File: config.mk
export PLATFORM = sky130hd
export DESIGN_NAME = branch_tag_allocator_flat
export DESIGN_NICKNAME = d
export VERILOG_FILES = /design/src/rtl/mips_core_pkg.sv /design/src/rtl/branch_tag_allocator_if.sv /design/src/rtl/branch_tag_age_cmp.sv /design/src/rtl/branch_tag_allocator.sv /design/src/flat_wrapper.sv
export SDC_FILE = /design/constraint.sdc
export NUM_CORES = 1
export LEC_CHECK = 0
export CAP_MARGIN = 20
export CORE_MARGIN = 3
export CORE_UTILIZATION = 53
export CTS_CLUSTER_DIAMETER = 150
export CTS_CLUSTER_SIZE = 10
export DETAILED_ROUTE_END_ITERATION = 6
export GPL_TIMING_DRIVEN = 0
export HOLD_SLACK_MARGIN = 0.1
export PLACE_DENSITY = 0.8
export SLEW_MARGIN = 5
export SYNTH_ARGS = -nofsm -noshare
export SYNTH_HDL_FRONTEND = slang
export SYNTH_SLANG_ARGS = --single-unit
File: constraint.sdc
create_clock -name clk -period 4.35 [get_ports clk]
set_clock_uncertainty 0.05 [all_clocks]
set_input_delay 1.0875 -clock clk [delete_from_list [all_inputs] [get_ports clk]]
set_output_delay 1.0875 -clock clk [all_outputs]
set_load 0.05 [all_outputs]
File: src/rtl/mips_core_pkg.sv
// Shared branch-tag constants and the tag payload type used by the
// allocator and its consumers.
package mips_core_pkg;

    localparam int unsigned BRANCH_TAG_COUNT = 8;
    localparam int unsigned BRANCH_TAG_W     = $clog2(BRANCH_TAG_COUNT);

    typedef struct packed {
        logic [BRANCH_TAG_W-1:0] id;
        logic                    color;
    } branch_tag_t;

endpackage

File: src/rtl/branch_tag_allocator_if.sv
// Decode/execute-facing bus of the branch tag allocator: tag requests,
// resolves, misses and the resulting kill/occupancy outputs.
interface branch_tag_allocator_if
    import mips_core_pkg::*;
#(
    parameter int unsigned NUM_TAGS = BRANCH_TAG_COUNT,
    parameter int unsigned TAG_W    = $clog2(NUM_TAGS)
);

    logic                alloc_req;
    logic                alloc_grant;
    logic [TAG_W-1:0]    alloc_id;
    logic                alloc_color;
    logic                full;

    logic                resolve_valid;
    logic [TAG_W-1:0]    resolve_id;
    logic                resolve_color;

    logic                miss_valid;
    logic [TAG_W-1:0]    miss_id;
    logic                miss_color;

    logic                kill_valid;
    logic [NUM_TAGS-1:0] kill_mask;
    logic [NUM_TAGS-1:0] live_mask;
    logic [TAG_W:0]      count;

    modport master (
        output alloc_req, resolve_valid, resolve_id, resolve_color,
               miss_valid, miss_id, miss_color,
        input  alloc_grant, alloc_id, alloc_color, full,
               kill_valid, kill_mask, live_mask, count
    );

    modport slave (
        input  alloc_req, resolve_valid, resolve_id, resolve_color,
               miss_valid, miss_id, miss_color,
        output alloc_grant, alloc_id, alloc_color, full,
               kill_valid, kill_mask, live_mask, count
    );

endinterface

File: src/rtl/branch_tag_age_cmp.sv
// Relative age of two in-flight branch tags: a_younger is set when tag A
// was allocated after tag B, using the wrap color to order across a wrap.
module branch_tag_age_cmp
    import mips_core_pkg::*;
#(
    parameter int unsigned TAG_W = BRANCH_TAG_W
) (
    input  logic [TAG_W-1:0] a_id,
    input  logic             a_color,
    input  logic [TAG_W-1:0] b_id,
    input  logic             b_color,
    output logic             a_younger
);

    always_comb begin
        a_younger = 1'b0;
        if (a_color == b_color) begin
            a_younger = (a_id > b_id);
        end else begin
            a_younger = (a_id < b_id);
        end
    end

endmodule

File: src/rtl/branch_tag_allocator.sv
// In-order branch tag allocator with out-of-order resolve and miss rollback.
// Optional statistics counters are enabled by defining BRANCH_TAG_STATS_EN.
module branch_tag_allocator
    import mips_core_pkg::*;
#(
    parameter int unsigned NUM_TAGS = BRANCH_TAG_COUNT,
    parameter int unsigned TAG_W    = $clog2(NUM_TAGS)
) (
    input  logic                  clk,
    input  logic                  rst,
    branch_tag_allocator_if.slave bus
);

    localparam int unsigned CNT_W = TAG_W + 1;

    logic [TAG_W-1:0]    head_q;
    logic                head_color_q;
    logic [TAG_W-1:0]    tail_q;
    logic                tail_color_q;
    logic [NUM_TAGS-1:0] live_q;
    logic [NUM_TAGS-1:0] slot_color_q;
    logic                kill_valid_q;
    logic [NUM_TAGS-1:0] kill_mask_q;

    logic [CNT_W-1:0]    occ;
    logic                full;
    logic                grant;
    logic                miss_ok;
    logic                resolve_ok;
    logic                head_adv;
    logic [NUM_TAGS-1:0] younger;
    logic [NUM_TAGS-1:0] kill_vec;
    logic [NUM_TAGS-1:0] clear_vec;
    logic [NUM_TAGS-1:0] set_vec;

    // Occupancy includes resolved slots the head has not yet stepped over.
    assign occ  = {tail_color_q, tail_q} - {head_color_q, head_q};
    assign full = (occ == CNT_W'(NUM_TAGS));

    // full comes from registered state, so a same-cycle resolve never opens a slot.
    assign grant = bus.alloc_req & ~full & ~bus.miss_valid;

    assign miss_ok = bus.miss_valid & live_q[bus.miss_id]
                   & (slot_color_q[bus.miss_id] == bus.miss_color);

    assign resolve_ok = bus.resolve_valid & live_q[bus.resolve_id]
                      & (slot_color_q[bus.resolve_id] == bus.resolve_color);

    assign head_adv = ~live_q[head_q] & (occ != '0);

    for (genvar i = 0; i < NUM_TAGS; i++) begin : g_age
        branch_tag_age_cmp #(
            .TAG_W (TAG_W)
        ) u_age_cmp (
            .a_id      (TAG_W'(i)),
            .a_color   (slot_color_q[i]),
            .b_id      (bus.miss_id),
            .b_color   (bus.miss_color),
            .a_younger (younger[i])
        );
    end

    // A killed tag is cleared regardless, so a racing resolve on it is moot.
    always_comb begin
        kill_vec  = '0;
        clear_vec = '0;
        set_vec   = '0;
        if (miss_ok) begin
            kill_vec  = live_q & younger;
            clear_vec = kill_vec | (NUM_TAGS'(1) << bus.miss_id);
        end
        if (resolve_ok) begin
            clear_vec = clear_vec | (NUM_TAGS'(1) << bus.resolve_id);
        end
        if (grant) begin
            set_vec = NUM_TAGS'(1) << tail_q;
        end
    end

    always_ff @(posedge clk) begin
        if (rst) begin
            head_q       <= '0;
            head_color_q <= 1'b0;
            tail_q       <= '0;
            tail_color_q <= 1'b0;
            live_q       <= '0;
            slot_color_q <= '0;
            kill_valid_q <= 1'b0;
            kill_mask_q  <= '0;
        end else begin
            live_q <= (live_q & ~clear_vec) | set_vec;
            if (grant) begin
                slot_color_q[tail_q] <= tail_color_q;
            end
            // Rollback resumes allocation right after the mispredicted tag.
            if (miss_ok) begin
                {tail_color_q, tail_q} <= {bus.miss_color, bus.miss_id} + CNT_W'(1);
            end else if (grant) begin
                {tail_color_q, tail_q} <= {tail_color_q, tail_q} + CNT_W'(1);
            end
            if (head_adv) begin
                {head_color_q, head_q} <= {head_color_q, head_q} + CNT_W'(1);
            end
            kill_valid_q <= miss_ok;
            kill_mask_q  <= kill_vec;
        end
    end

    assign bus.alloc_grant = grant;
    assign bus.alloc_id    = tail_q;
    assign bus.alloc_color = tail_color_q;
    assign bus.full        = full;
    assign bus.count       = occ;
    assign bus.live_mask   = live_q;
    assign bus.kill_valid  = kill_valid_q;
    assign bus.kill_mask   = kill_mask_q;

`ifdef BRANCH_TAG_STATS_EN
    logic [31:0] stat_alloc;
    logic [31:0] stat_miss;
    logic [31:0] stat_killed;
    logic [31:0] stat_full_cycles;

    always_ff @(posedge clk) begin
        if (rst) begin
            stat_alloc       <= '0;
            stat_miss        <= '0;
            stat_killed      <= '0;
            stat_full_cycles <= '0;
        end else begin
            if (grant) begin
                stat_alloc <= stat_alloc + 32'd1;
            end
            if (miss_ok) begin
                stat_miss <= stat_miss + 32'd1;
            end
            if (kill_valid_q) begin
                stat_killed <= stat_killed + 32'($countones(kill_mask_q));
            end
            if (bus.alloc_req & full) begin
                stat_full_cycles <= stat_full_cycles + 32'd1;
            end
        end
    end

`ifdef SIMULATION
    int unsigned stat_events [string];

    function automatic void stats_event(input string name);
        if (stat_events.exists(name)) begin
            stat_events[name] = stat_events[name] + 1;
        end else begin
            stat_events[name] = 1;
        end
    endfunction

    always @(posedge clk) begin
        if (rst) begin
            stat_events.delete();
        end else if (bus.alloc_req & full) begin
            stats_event("tag_full");
        end
    end
`endif
`else
    // Statistics disabled: no counters are built.
`endif

endmodule

File: src/flat_wrapper.sv
// flat-port wrapper written by rule: the top's interface ports become plain ports
module branch_tag_allocator_flat import mips_core_pkg::*;
#(
    parameter int unsigned NUM_TAGS = BRANCH_TAG_COUNT,
    parameter int unsigned TAG_W    = $clog2(NUM_TAGS)
)
  (clk, rst, bus_alloc_req, bus_resolve_valid, bus_resolve_id, bus_resolve_color, bus_miss_valid, bus_miss_id, bus_miss_color, bus_alloc_grant, bus_alloc_id, bus_alloc_color, bus_full, bus_kill_valid, bus_kill_mask, bus_live_mask, bus_count);
  branch_tag_allocator_if #(.NUM_TAGS(NUM_TAGS), .TAG_W(TAG_W)) bus_i ();
  input  logic clk;
  input  logic rst;
  input wire logic [$bits(bus_i.alloc_req)-1:0] bus_alloc_req;
  input wire logic [$bits(bus_i.resolve_valid)-1:0] bus_resolve_valid;
  input wire logic [$bits(bus_i.resolve_id)-1:0] bus_resolve_id;
  input wire logic [$bits(bus_i.resolve_color)-1:0] bus_resolve_color;
  input wire logic [$bits(bus_i.miss_valid)-1:0] bus_miss_valid;
  input wire logic [$bits(bus_i.miss_id)-1:0] bus_miss_id;
  input wire logic [$bits(bus_i.miss_color)-1:0] bus_miss_color;
  output wire logic [$bits(bus_i.alloc_grant)-1:0] bus_alloc_grant;
  output wire logic [$bits(bus_i.alloc_id)-1:0] bus_alloc_id;
  output wire logic [$bits(bus_i.alloc_color)-1:0] bus_alloc_color;
  output wire logic [$bits(bus_i.full)-1:0] bus_full;
  output wire logic [$bits(bus_i.kill_valid)-1:0] bus_kill_valid;
  output wire logic [$bits(bus_i.kill_mask)-1:0] bus_kill_mask;
  output wire logic [$bits(bus_i.live_mask)-1:0] bus_live_mask;
  output wire logic [$bits(bus_i.count)-1:0] bus_count;
  assign bus_i.alloc_req = bus_alloc_req;
  assign bus_i.resolve_valid = bus_resolve_valid;
  assign bus_i.resolve_id = bus_resolve_id;
  assign bus_i.resolve_color = bus_resolve_color;
  assign bus_i.miss_valid = bus_miss_valid;
  assign bus_i.miss_id = bus_miss_id;
  assign bus_i.miss_color = bus_miss_color;
  assign bus_alloc_grant = bus_i.alloc_grant;
  assign bus_alloc_id = bus_i.alloc_id;
  assign bus_alloc_color = bus_i.alloc_color;
  assign bus_full = bus_i.full;
  assign bus_kill_valid = bus_i.kill_valid;
  assign bus_kill_mask = bus_i.kill_mask;
  assign bus_live_mask = bus_i.live_mask;
  assign bus_count = bus_i.count;
  branch_tag_allocator #(.NUM_TAGS(NUM_TAGS), .TAG_W(TAG_W)) u_core (.clk(clk), .rst(rst), .bus(bus_i));
endmodule
==> impl_summary.txt <==
----------------------------------------------------
[Run status]
  Status ... completed

[Clock tree]
  Clock slew at the register clock pins of the worst setup and hold paths ... 0.07 ns
  TritonCTS clock tree ... built
  Library cell used as clock root buffer ... sky130_fd_sc_hd__clkbuf_8
  Number of CTS-inserted buffers ... 5
  Number of sinks handled by clock tree synthesis ... 33
  Depth of the CTS H-tree ... 2
  Deepest clock path buffer count ... 2
  Worst-skew pair later-pin latency ... ~0.29 ns
  Post-CTS Hold Fix Bufs ... 0

[Setup path]
  Delay contributed by the slowest stage of the critical path ... 0.60 ns
  Kind of critical path ... register to output port
  Crit path depth ... 9
  Worst Path Buf+Inv ... 3
  Type of element capturing the critical path ... output port
  Worst path cell trace ... inv_1, ha_1, fa_1, xor2_1, and3_1, or4b_1, nand3_2, inv_1, buf_2
  Cell count of the worst reg-to-reg path ... 9
  Data required time of the critical path ... about 3.2 ns
  Critical Path Source Type ... register
  Worst Path Max Fanout ... 10
  Worst Path Arrival ... slightly above 3 ns
  Gate family responsible for the most delay along the worst path ... simple AND/OR/NAND/NOR gates
  Master of the slowest instance on the critical path ... sky130_fd_sc_hd__or4b_1
  Crit-path most repeated cell ... sky130_fd_sc_hd__inv_1

[Detailed routing]
  Post-route DRC violation count ... 0
  Aggregate routed wire length ... approximately 5900 µm
  Drt pass-1 iters ... 4
  First-iteration detailed-routing DRC count ... 169
  Post-detailed-route wirelength per cell ... 16.5 µm
  Vias per cell ... 5.91
  Remaining antenna violation count after routing ... 0
  Routed via count ... between 2000 and 2500

[Floorplan]
  Die W ... just over 70 µm
  Die ar. ... roughly 5200 µm²
  I/O pin cnt ... 40
  Core ar. ... approximately 4100 µm²
  Total number of placement rows ... 23
  Chip height ... about 70 µm
  Starting Density ... a little under three fifths

[Global routing]
  First-pass GRT wire length ... about 10000 µm
  Met3 Usage GRT ... about 4.3%
  Number of antenna violations at the first check in global routing ... 0
  GR Util All Layers ... roughly a quarter
  Met2 Usage GRT ... between 40% and 50%
  Number of global-route vias before repair ... between 2000 and 2500
  Met1 track demand over resource in global routing ... about a third
  Global route hottest layer ... met2
  Pin count of the biggest net entering global routing ... 12
  Overflow left after global routing ... 0

[Timing]
  Worst hold-check slack ... 0.471 ns
  Final max-slew violation count ... 0
  Post-Route Setup TNS ... 0 ns
  Number of failing hold endpoints at the final stage ... 0
  Setup-violating endpoint count in the final report ... 0
  Min setup slack post-route ... 0.175 ns
  Unrepaired setup endpoints after global routing ... false
  Transition at the pin with the smallest max-transition slack ... about 0.55 ns
  Slew margin rel. ... 63.0%
  Clock period minus final worst setup slack ... ~4.2 ns
  Top achievable clock speed ... between 200 and 250 MHz
  Share of the clock period used by the worst path after layout ... a little over nine tenths

[Flow run]
  Max cap viols ... 0

[Final layout]
  Leading cell type in the layout, fill and taps excluded ... sky130_fd_sc_hd__clkdlybuf4s50_1
  Highest-count cells in the layout ignoring fill and taps ... sky130_fd_sc_hd__clkdlybuf4s50_1 (35), sky130_fd_sc_hd__dfxtp_1 (31), sky130_fd_sc_hd__nand2_1 (20)
  Layout area overhead ... 22.4%
  Layout cell share with drive strength beyond 1 ... 10.1%
  Number of nets in the layout ... between 300 and 400
  Antenna diode instance count ... 0
  Cell area after layout ... 2820 µm²

[Placed design]
  Half-perimeter wire length of the detailed placement result ... ~4600 µm
  Port Buffer Count ... 37
  Placed inst area ... approximately 2700 µm²
  Pre-CTS setup slack ... -0.309 ns
  Routability cong. ... around 0.88

[Yosys]
  Avg Synthesized Cell Area ... about 9 µm²
  Largest area contributor in the netlist ... sky130_fd_sc_hd__dfxtp_1
  Top FF cell, synth ... sky130_fd_sc_hd__dfxtp_1
  Post-synthesis instance area ... ~2300 µm²
  Post-synthesis cell type count ... 46
  Part of the Yosys area used for sequential elements ... 28.7%
  Count of flip-flops with a built-in enable after synthesis ... 0
  Synthesized netlist net count ... roughly 290
  Synth top area share ... between 20% and 30%
  Top area cells in the synthesized netlist ... sky130_fd_sc_hd__dfxtp_1 (29%), sky130_fd_sc_hd__ha_1 (8.7%), sky130_fd_sc_hd__mux4_2 (7.8%)
  Number of warnings reported in the yosys synthesis log ... 0
  Cell count after synthesis ... approximately 260
  Number of synthesized register bits ... 33
  Share of synthesized flip-flops with an asynchronous set or reset ... 0%

[Power and ir drop]
  Power Dens Cells ... about 370 nW/µm²
  Static Leak ... ~1.1 nW
  Maximum vdd ir drop ... between 0.4 and 0.5 mV
  Power consumption ... about 1.1 mW

[Min path]
  Worst Hold Path Cells ... 2
  Worst min-delay path class ... register to register

----------------------------------------------------
## worst register-to-register path: stages (launching register included)
cell and delay (ns):
sky130_fd_sc_hd__dfxtp_4 0.42, sky130_fd_sc_hd__inv_1 0.15, sky130_fd_sc_hd__ha_1 0.25, sky130_fd_sc_hd__fa_1 0.38, sky130_fd_sc_hd__xor2_1 0.19, sky130_fd_sc_hd__and3_1 0.24, sky130_fd_sc_hd__or4b_1 0.60, sky130_fd_sc_hd__nand4_1 0.37
sky130_fd_sc_hd__o32a_1 0.20, sky130_fd_sc_hd__a21oi_1 0.06
## flip-flops by register name, indices dropped and copies added, names as in the netlist
signal,count
u_core.bus.kill_mask,8
u_core.bus.live_mask,8
u_core.slot_color_q,8
u_core.bus.alloc_id,3
u_core.head_q,3
u_core.bus.alloc_color,1
u_core.bus.kill_valid,1
u_core.head_color_q,1
## final timing paths
kind | start | endpoint | slack (ns)
setup / recovery | u_core.bus.alloc_id[0] | bus_alloc_grant | 0.17
hold / removal | u_core.bus.live_mask[4] | u_core.bus.kill_mask[4] | 0.47
setup reg to reg | u_core.bus.alloc_id[0] | u_core.bus.alloc_color | 1.31
hold reg to reg | u_core.bus.live_mask[4] | u_core.bus.kill_mask[4] | 0.47
## report_power, final
group / switching, mW / internal (mW) / total [mW]
clock: 0.116 / 0.110 / 0.226
combinational: 0.306 / 0.172 / 0.478
sequential: 0.0315 / 0.319 / 0.350
## through the flow
step | cells | utilization [%]
after floorplan | 262 | -
after global placement | 349 | 67.0
after detailed placement | 349 | 67.0
after CTS | 357 | 69.0
after global routing | 356 | 69.0
final | 356 | 69.0
## metal layers
layer  vias up  share of wire [%]
li1       1034                  -
met1       967                 43
met2        86                 47
met3        16                6.8
met4         0                2.7
met5         -                  0
## cell families after synthesis
kind of cell / after synthesis / share of synthesized area [%]
simple gates: 91 / 20.4
compound gates: 54 / 15.2
flops: 33 / 28.7
buf+inv: 30 / 5.59
mux: 23 / 14.9
fa+ha+maj: 17 / 9.56
xor+xnor: 14 / 5.65
## layout make-up
class,instances,area (µm²)
clock buffers,5,68.8
clock inverters,3,17.5
repair buffers,37,360
flip-flops and latches,33,666
plain buffers,12,60.1
fillers,374,1270
well taps,50,62.6
inverters,17,65.1
multi-input cells,199,1520
## synth_stat cells (2+ instances only)
| master | instances |
|---|---|
| sky130_fd_sc_hd__buf_6 | 2 |
| sky130_fd_sc_hd__nand4_1 | 7 |
| sky130_fd_sc_hd__o21ai_0 | 13 |
| sky130_fd_sc_hd__nand2b_1 | 11 |
| sky130_fd_sc_hd__o21a_1 | 2 |
| sky130_fd_sc_hd__xnor2_1 | 7 |
| sky130_fd_sc_hd__o32ai_1 | 6 |
| sky130_fd_sc_hd__or3_1 | 2 |
| sky130_fd_sc_hd__nor3_1 | 8 |
| sky130_fd_sc_hd__xor2_1 | 6 |
| sky130_fd_sc_hd__ha_1 | 16 |
| sky130_fd_sc_hd__dfxtp_1 | 33 |
| sky130_fd_sc_hd__o31ai_1 | 3 |
| sky130_fd_sc_hd__a31oi_1 | 2 |
| sky130_fd_sc_hd__mux2i_1 | 13 |
| sky130_fd_sc_hd__a21oi_1 | 17 |
| sky130_fd_sc_hd__o211ai_1 | 2 |
| sky130_fd_sc_hd__nor2b_1 | 5 |
| sky130_fd_sc_hd__inv_1 | 15 |
| sky130_fd_sc_hd__nand3_1 | 8 |
| sky130_fd_sc_hd__clkbuf_1 | 11 |
| sky130_fd_sc_hd__nand2_1 | 20 |
| sky130_fd_sc_hd__and3_1 | 4 |
| sky130_fd_sc_hd__nor2_1 | 18 |
| sky130_fd_sc_hd__mux4_2 | 8 |
| sky130_fd_sc_hd__o221ai_1 | 2 |
| sky130_fd_sc_hd__o22ai_1 | 2 |
## repair_timing
item / 4_1_cts / 5_1_grt
buffers inserted: 0 / 0
resized for setup: 9 / 3
endpoints found under the setup margin: 2 / 2
(Power assumes the default switching activity.)
